## src/rtl/if_fetch.sv

```systemverilog
// Instruction-fetch stage: owns the PC, issues word reads to the I-cache and
// presents a registered {valid, pc, instruction} packet to decode.
package rv32i_types;

    typedef struct packed {
        logic [31:0] pc;
        logic [31:0] instruction;
        logic [4:0]  rs1_addr;
        logic [4:0]  rs2_addr;
        logic [4:0]  rd_addr;
        logic [31:0] imm;
    } rv32i_data_t;

    typedef struct packed {
        logic        valid;
        rv32i_data_t data;
    } rv32i_packet_t;

endpackage

module if_fetch
    import rv32i_types::*;
#(
    parameter logic [31:0] RESET_PC = 32'h0000_0060
) (
    input  logic          clk,
    input  logic          rst,
    input  logic          stall,
    input  logic          correct_pc_prediction,
    input  logic [31:0]   redirect_pc,
    output logic          inst_mem_read,
    output logic [31:0]   inst_mem_address,
    input  logic [31:0]   inst_mem_rdata,
    input  logic          inst_mem_resp,
    output rv32i_packet_t if_out
);

    typedef enum logic [1:0] {
        FETCH,
        HOLD,
        DROP
    } state_t;

    state_t        state;
    logic [31:0]   pc;
    logic [31:0]   drop_addr;
    rv32i_packet_t out_q;
    logic          buf_valid;
    logic [31:0]   buf_pc;
    logic [31:0]   buf_inst;
    logic [31:0]   pc_inc;

    function automatic rv32i_packet_t make_pkt(input logic        vld,
                                               input logic [31:0] pc_i,
                                               input logic [31:0] inst_i);
        rv32i_packet_t p;
        p                  = '0;
        p.valid            = vld;
        p.data.pc          = pc_i;
        p.data.instruction = inst_i;
        return p;
    endfunction

    function automatic logic [31:0] align_word(input logic [31:0] addr);
        return {addr[31:2], 2'b00};
    endfunction

    assign pc_inc = pc + 32'd4;

    // The cache cannot abort, so a dropped request keeps its original address
    // on the bus while pc already holds the redirect target.
    assign inst_mem_read    = !rst && (state != HOLD);
    assign inst_mem_address = (state == DROP) ? drop_addr : pc;
    assign if_out           = out_q;

    // ---- IF/ID register boundary ----
    always_ff @(posedge clk) begin
        if (rst) begin
            state     <= FETCH;
            pc        <= RESET_PC;
            out_q     <= '0;
            buf_valid <= 1'b0;
        end else if (!correct_pc_prediction) begin
            out_q.valid <= 1'b0;
            buf_valid   <= 1'b0;
            pc          <= align_word(redirect_pc);
            case (state)
                FETCH: begin
                    if (!inst_mem_resp) begin
                        state     <= DROP;
                        drop_addr <= pc;
                    end
                end
                HOLD:    state <= FETCH;
                DROP:    if (inst_mem_resp) state <= FETCH;
                default: state <= FETCH;
            endcase
        end else begin
            case (state)
                FETCH: begin
                    if (inst_mem_resp) begin
                        pc <= pc_inc;
                        if (stall && out_q.valid) begin
                            buf_valid <= 1'b1;
                            buf_pc    <= pc;
                            buf_inst  <= inst_mem_rdata;
                            state     <= HOLD;
                        end else begin
                            out_q <= make_pkt(1'b1, pc, inst_mem_rdata);
                        end
                    end else if (!stall) begin
                        out_q.valid <= 1'b0;
                    end
                end
                HOLD: begin
                    if (!stall) begin
                        out_q     <= make_pkt(buf_valid, buf_pc, buf_inst);
                        buf_valid <= 1'b0;
                        state     <= FETCH;
                    end
                end
                DROP: begin
                    if (inst_mem_resp) state <= FETCH;
                end
                default: state <= FETCH;
            endcase
        end
    end

endmodule

```

## config.mk

```make
export PLATFORM = sky130hd
export DESIGN_NAME = if_fetch
export DESIGN_NICKNAME = d
export VERILOG_FILES = /design/src/rtl/if_fetch.sv
export SDC_FILE = /design/constraint.sdc
export NUM_CORES = 1
export LEC_CHECK = 0
export ABC_AREA = 1
export BUFFER_PORTS_ARGS = -buffer_cell sky130_fd_sc_hd__buf_4
export CAP_MARGIN = 30
export CORE_AREA = 2 2 135 137
export DETAILED_ROUTE_END_ITERATION = 6
export DIE_AREA = 0 0 137 139
export GPL_TIMING_DRIVEN = 0
export PLACE_DENSITY = 0.75
export SYNTH_ARGS = -nofsm -noshare
export SYNTH_HDL_FRONTEND = slang
export SYNTH_SLANG_ARGS = --single-unit
```

## constraint.sdc

```tcl
create_clock -name clk -period 15.3 [get_ports clk]
set_input_delay 0.765 -clock clk [delete_from_list [all_inputs] [get_ports clk]]
set_output_delay 0.765 -clock clk [all_outputs]
set_load 0.1 [all_outputs]
```

# [Word-level counts from Yosys, hierarchy flattened]
# Cells that the tools add are included.
[totals] ff_bits=243 out_inout_bits=145 word_cells=68
[classes] addsub=1 eq_ne=15 muxes=21 n_bitwise=3 n_reduce_logical=14
[ops] op="$mux 112" n=2
[ops] op="$pmux 112 s2" n=1
[ops] op="$mux 32" n=4
[ops] op="$mux 111" n=1
[ops] op="$add 32x3->32 const B" n=1
[ops] op="$ne 3x3->1 const B" n=6
[ops] op="$reduce_and 4->1" n=4
[ops] op="$mux 2" n=6
[ops] op="$reduce_and 5->1" n=2
[ops] op="$ne 2x2->1 const B" n=4
[ops] op="$ne 2x1->1 const B" n=3
[ops] op="$pmux 2 s3" n=1
[ops] op="$mux 1" n=4
[ops] op="$pmux 2 s2" n=1
[ops] op="$reduce_and 2->1" n=2
[ops] op="$not 1->1" n=3
[ops] op="$eq 2x1->1 const B" n=1
[ops] op="$eq 2x2->1 const B" n=1
[ops] op="$logic_and 1x1->1" n=2
[ops] op="$logic_not 2->1" n=1
[ops] op="$pmux 1 s2" n=1
[ops] op="$reduce_bool 2->1" n=1
[ops] op="$reduce_or 2->1" n=1
[ops] op="$logic_not 1->1" n=1

# [Logic depth before layout (Yosys ltp)]
[depth] ltp_word=5 ltp_mapped=10 depth_no_buf=10

# [Worst setup path before layout]
# Ideal clock, no wire load.
[synth_path] path_type="input port to flip-flop" from="input correct_pc_prediction" to="register buf_inst[0], enable pin" t_arrival_ns=7.161 slack_ns=7.501 stages=3 n_path_buf=1 path_cell_list="clkbuf_1 inv_1 nor4_1"
[synth_between] elab_chain_cells=1
[synth_lines] item="start: declaration" line="29" source="input logic correct_pc_prediction,"
[synth_lines] item="$reduce_and 5->1 (no source line)"
[synth_lines] item="end signal: assignment" line="106" source="buf_inst <= inst_mem_rdata;"
[synth_lines] item="end: declaration" line="50" source="logic [31:0] buf_inst;"
# No other way between the ends.
# A chain may end at the register's enable or synchronous reset.

# [Final worst setup path]
[layout_path] from="register state[0]" to="output inst_mem_address[11]"
[layout_between] elab_chain_cells=2
[layout_lines] item="start: declaration" line="44" source="state_t state;"
[layout_lines] item="start signal: assignment" line="79" source="state <= FETCH;"
[layout_lines] item="start signal: assignment" line="90" source="state <= DROP;"
[layout_lines] item="start signal: assignment" line="94" source="HOLD: state <= FETCH;"
[layout_lines] item="$eq 2x2->1" line="73" source="assign inst_mem_address = (state == DROP) ? drop_addr : pc;"
[layout_lines] item="$mux 32" line="73"
[layout_lines] item="end: declaration" line="32" source="output logic [31:0] inst_mem_address,"
# No other way between the ends.

==> run metrics <==
run status complete, no violations; Sum Neg Setup Slack 0 ps; Worst path slowest cell buf_1; routing usage on met2 0.4040; CTS sink count 188; CORE AREA 17,660 um2; CP Cell Sequence inv_1 -> nand2_1 -> buf_2 -> buf_1 -> a21oi_1 -> buf_4; global-route wire length before repair 37,300 um; setup violators final 0; final hold viol count 0; row cnt 49; reg2reg path depth 6; Stages on worst setup path 6; worst clock skew 10.14 ps; Cell Int Power 872.9 uW; Yosys reg bits 188; Die Span X 137 um; final std cells w/o fill 1,491; synth warn 0; Initial Util 0.4877; vias in the first global route 7,046; Clock Latency Late Sink 450 ps; port buffer count 158; top cells by area, synth edfxtp_1 (32%), dfxtp_1 (22%), nand2_1 (11%); met3 Use GR 0.05629; Sw Ratio 0.3624; Synth cell types 35; Cell Area, Synth 8612 um2; number of top-level pins 214; worst-margin pin slew 953.7 ps; ys flop type dfxtp_1; number of remaining DRC errors 0; Pleak 0.004846 uW; busiest grt layer met2; Post-synth EDFFs 92; Longest Clk Path Bufs 2; drt first pass iters 5; DP HPWL 17,940 um; share of layout cells above drive strength 1 0.2282; fmax 325.1 MHz; WL final 24,280 um; wire length per cell 16.28 um; GRT met1 Usage 0.3530; unrepaired setup endpoints after global routing false; DP Cell Count 1,459; routability cong. 0.9671; Post-CTS Setup Bufs 0; grt ovf 0; antenna-violating nets left 0; cell taking the most area after synthesis edfxtp_1; Worst Path Buf+Inv 4; Via density 5.187; Total GRT Usage 0.2571; Area Growth Syn to Fin 27.39%; initial antenna violation count 0; Setup crit end kind output port; Clock Power Share 0.335; Avg Synthesized Cell Area 8.510 um2; via count 7,734; DIE AREA 19,040 um2; ys async rst share 0; startpoint types flip-flop; worst hold path depth 2; clock period minus worst slack 3076 ps; Switch Pwr 496.2 uW; Critical Path RT 14,530 ps; Die Y 139 um; logic gate share of total power 0.250; Final nets 1,319; MaxCap Viol Count 0; CTS clock-pin slew for the worst setup and hold paths 70 ps; Synth top area share 0.3208; Critical Path Max Stage Delay 440 ps; largest net degree at the start of global routing 31; cts hold-fix bufs 0; max-slew violations 0; CTS tree done; synth cell count leaders nand2_1 (246), nor2_1 (148), dfxtp_1 (96), edfxtp_1 (92), nand3_1 (85); crit path DAT 2310 ps; 1st-iter DRT viols 928; H-tree Lvls 4; Seq/Total Area, Yosys 0.5439; critical path's top delay family buffers and inverters; HP Class reg2reg; PwrDens 124.8 nW/um2; worst ir drop on vdd 0.09261 mV; root buf cell clkbuf_16; Rel. slew slack 0.3627; critical setup path kind reg2out; part of the power in registers 0.415; count leader, synth nand2_1; crit share post-route 0.2011; total CTS buffers 17; fillers 1,558; Cells after Synth 1,012; Ant. Diodes 0; Resized cells post-CTS 0; CP Max Fanout 10
power by group through the flow:
stage	logic, uW	clock network [uW]	registers, uW
finish	342	459	568
global route	357	481	571
CTS	341	461	568
detailed placement	340	0	579
global placement	338	0	578
floorplan	185	0	659
state kept, by name (all words and copies together), names as in the netlist:
name / cells
buf_inst: 32
buf_pc: 30
buf_valid: 1
drop_addr: 30
if_out: 63
pc: 30
state: 2
worst min-delay path, delay by kind of cell (launching register included):
kind            cells  cell delay, ps
buf+inv             1              60
flops               1             340
compound gates      1              50
final cells by class:
| cell class | count | area (um2) | share of cell area |
|---|---|---|---|
| well taps | 229 | 286.5 | 0.02612 |
| clock buffers | 18 | 439.2 | 0.04003 |
| plain buffers | 105 | 630.6 | 0.05748 |
| clock inverters | 14 | 170.2 | 0.01551 |
| repair buffers | 168 | 1261 | 0.1150 |
| multi-input cells | 711 | 3281 | 0.2990 |
| flip-flops and latches | 188 | 4684 | 0.4270 |
| inverters | 58 | 217.7 | 0.01984 |
cells by family after synthesis:
family          Yosys count  share of synthesized area
simple gates            499                     0.2365
fa+ha+maj                 1                   0.001453
other cells               1                  0.0004354
buf+inv                 163                    0.09850
flops                   188                     0.5439
mux                       3                   0.003922
compound gates          156                     0.1142
xor+xnor                  1                   0.001017
per-layer routing:
metal | share of wire | wire [um]
met1 | 0.41 | 9967
met2 | 0.48 | 11560
met3 | 0.090 | 2192
met4 | 0.023 | 558
met5 | 0 | 0
cells in the final DEF (no fill, tap or decap), types with 42 or more instances in the layout:
cell type	count
buf_4	224
nor2_1	147
nand2_1	246
conb_1	51
inv_1	53
nand3_1	85
edfxtp_1	92
dfxtp_1	96
a21oi_1	42
o21ai_0	59
per-stage QoR:
step,setup WS (ps),hold WS (ps),cell area (um2),total power [uW],utilization
detailed placement,12280,471.2,10360,919.6,0.5868
global route,12140,485.3,10970,1409,0.6213
floorplan,7501,454.0,8800,843.7,-
CTS,12260,482.0,10970,1369,0.6213
global placement,4198,464.8,10270,916.1,0.5818
finish,12220,483.1,10970,1369,0.6213
worst paths after layout:
kind                                  start                   end  slack [ps]
worst min-delay path            if_out[111]           if_out[111]         480
worst max register to register     state[1]            buf_pc[29]       13120
worst min register to register  if_out[111]           if_out[111]         480
worst max-delay path               state[0]  inst_mem_address[11]       12220
No activity file was read; power rests on OpenSTA's default activity.
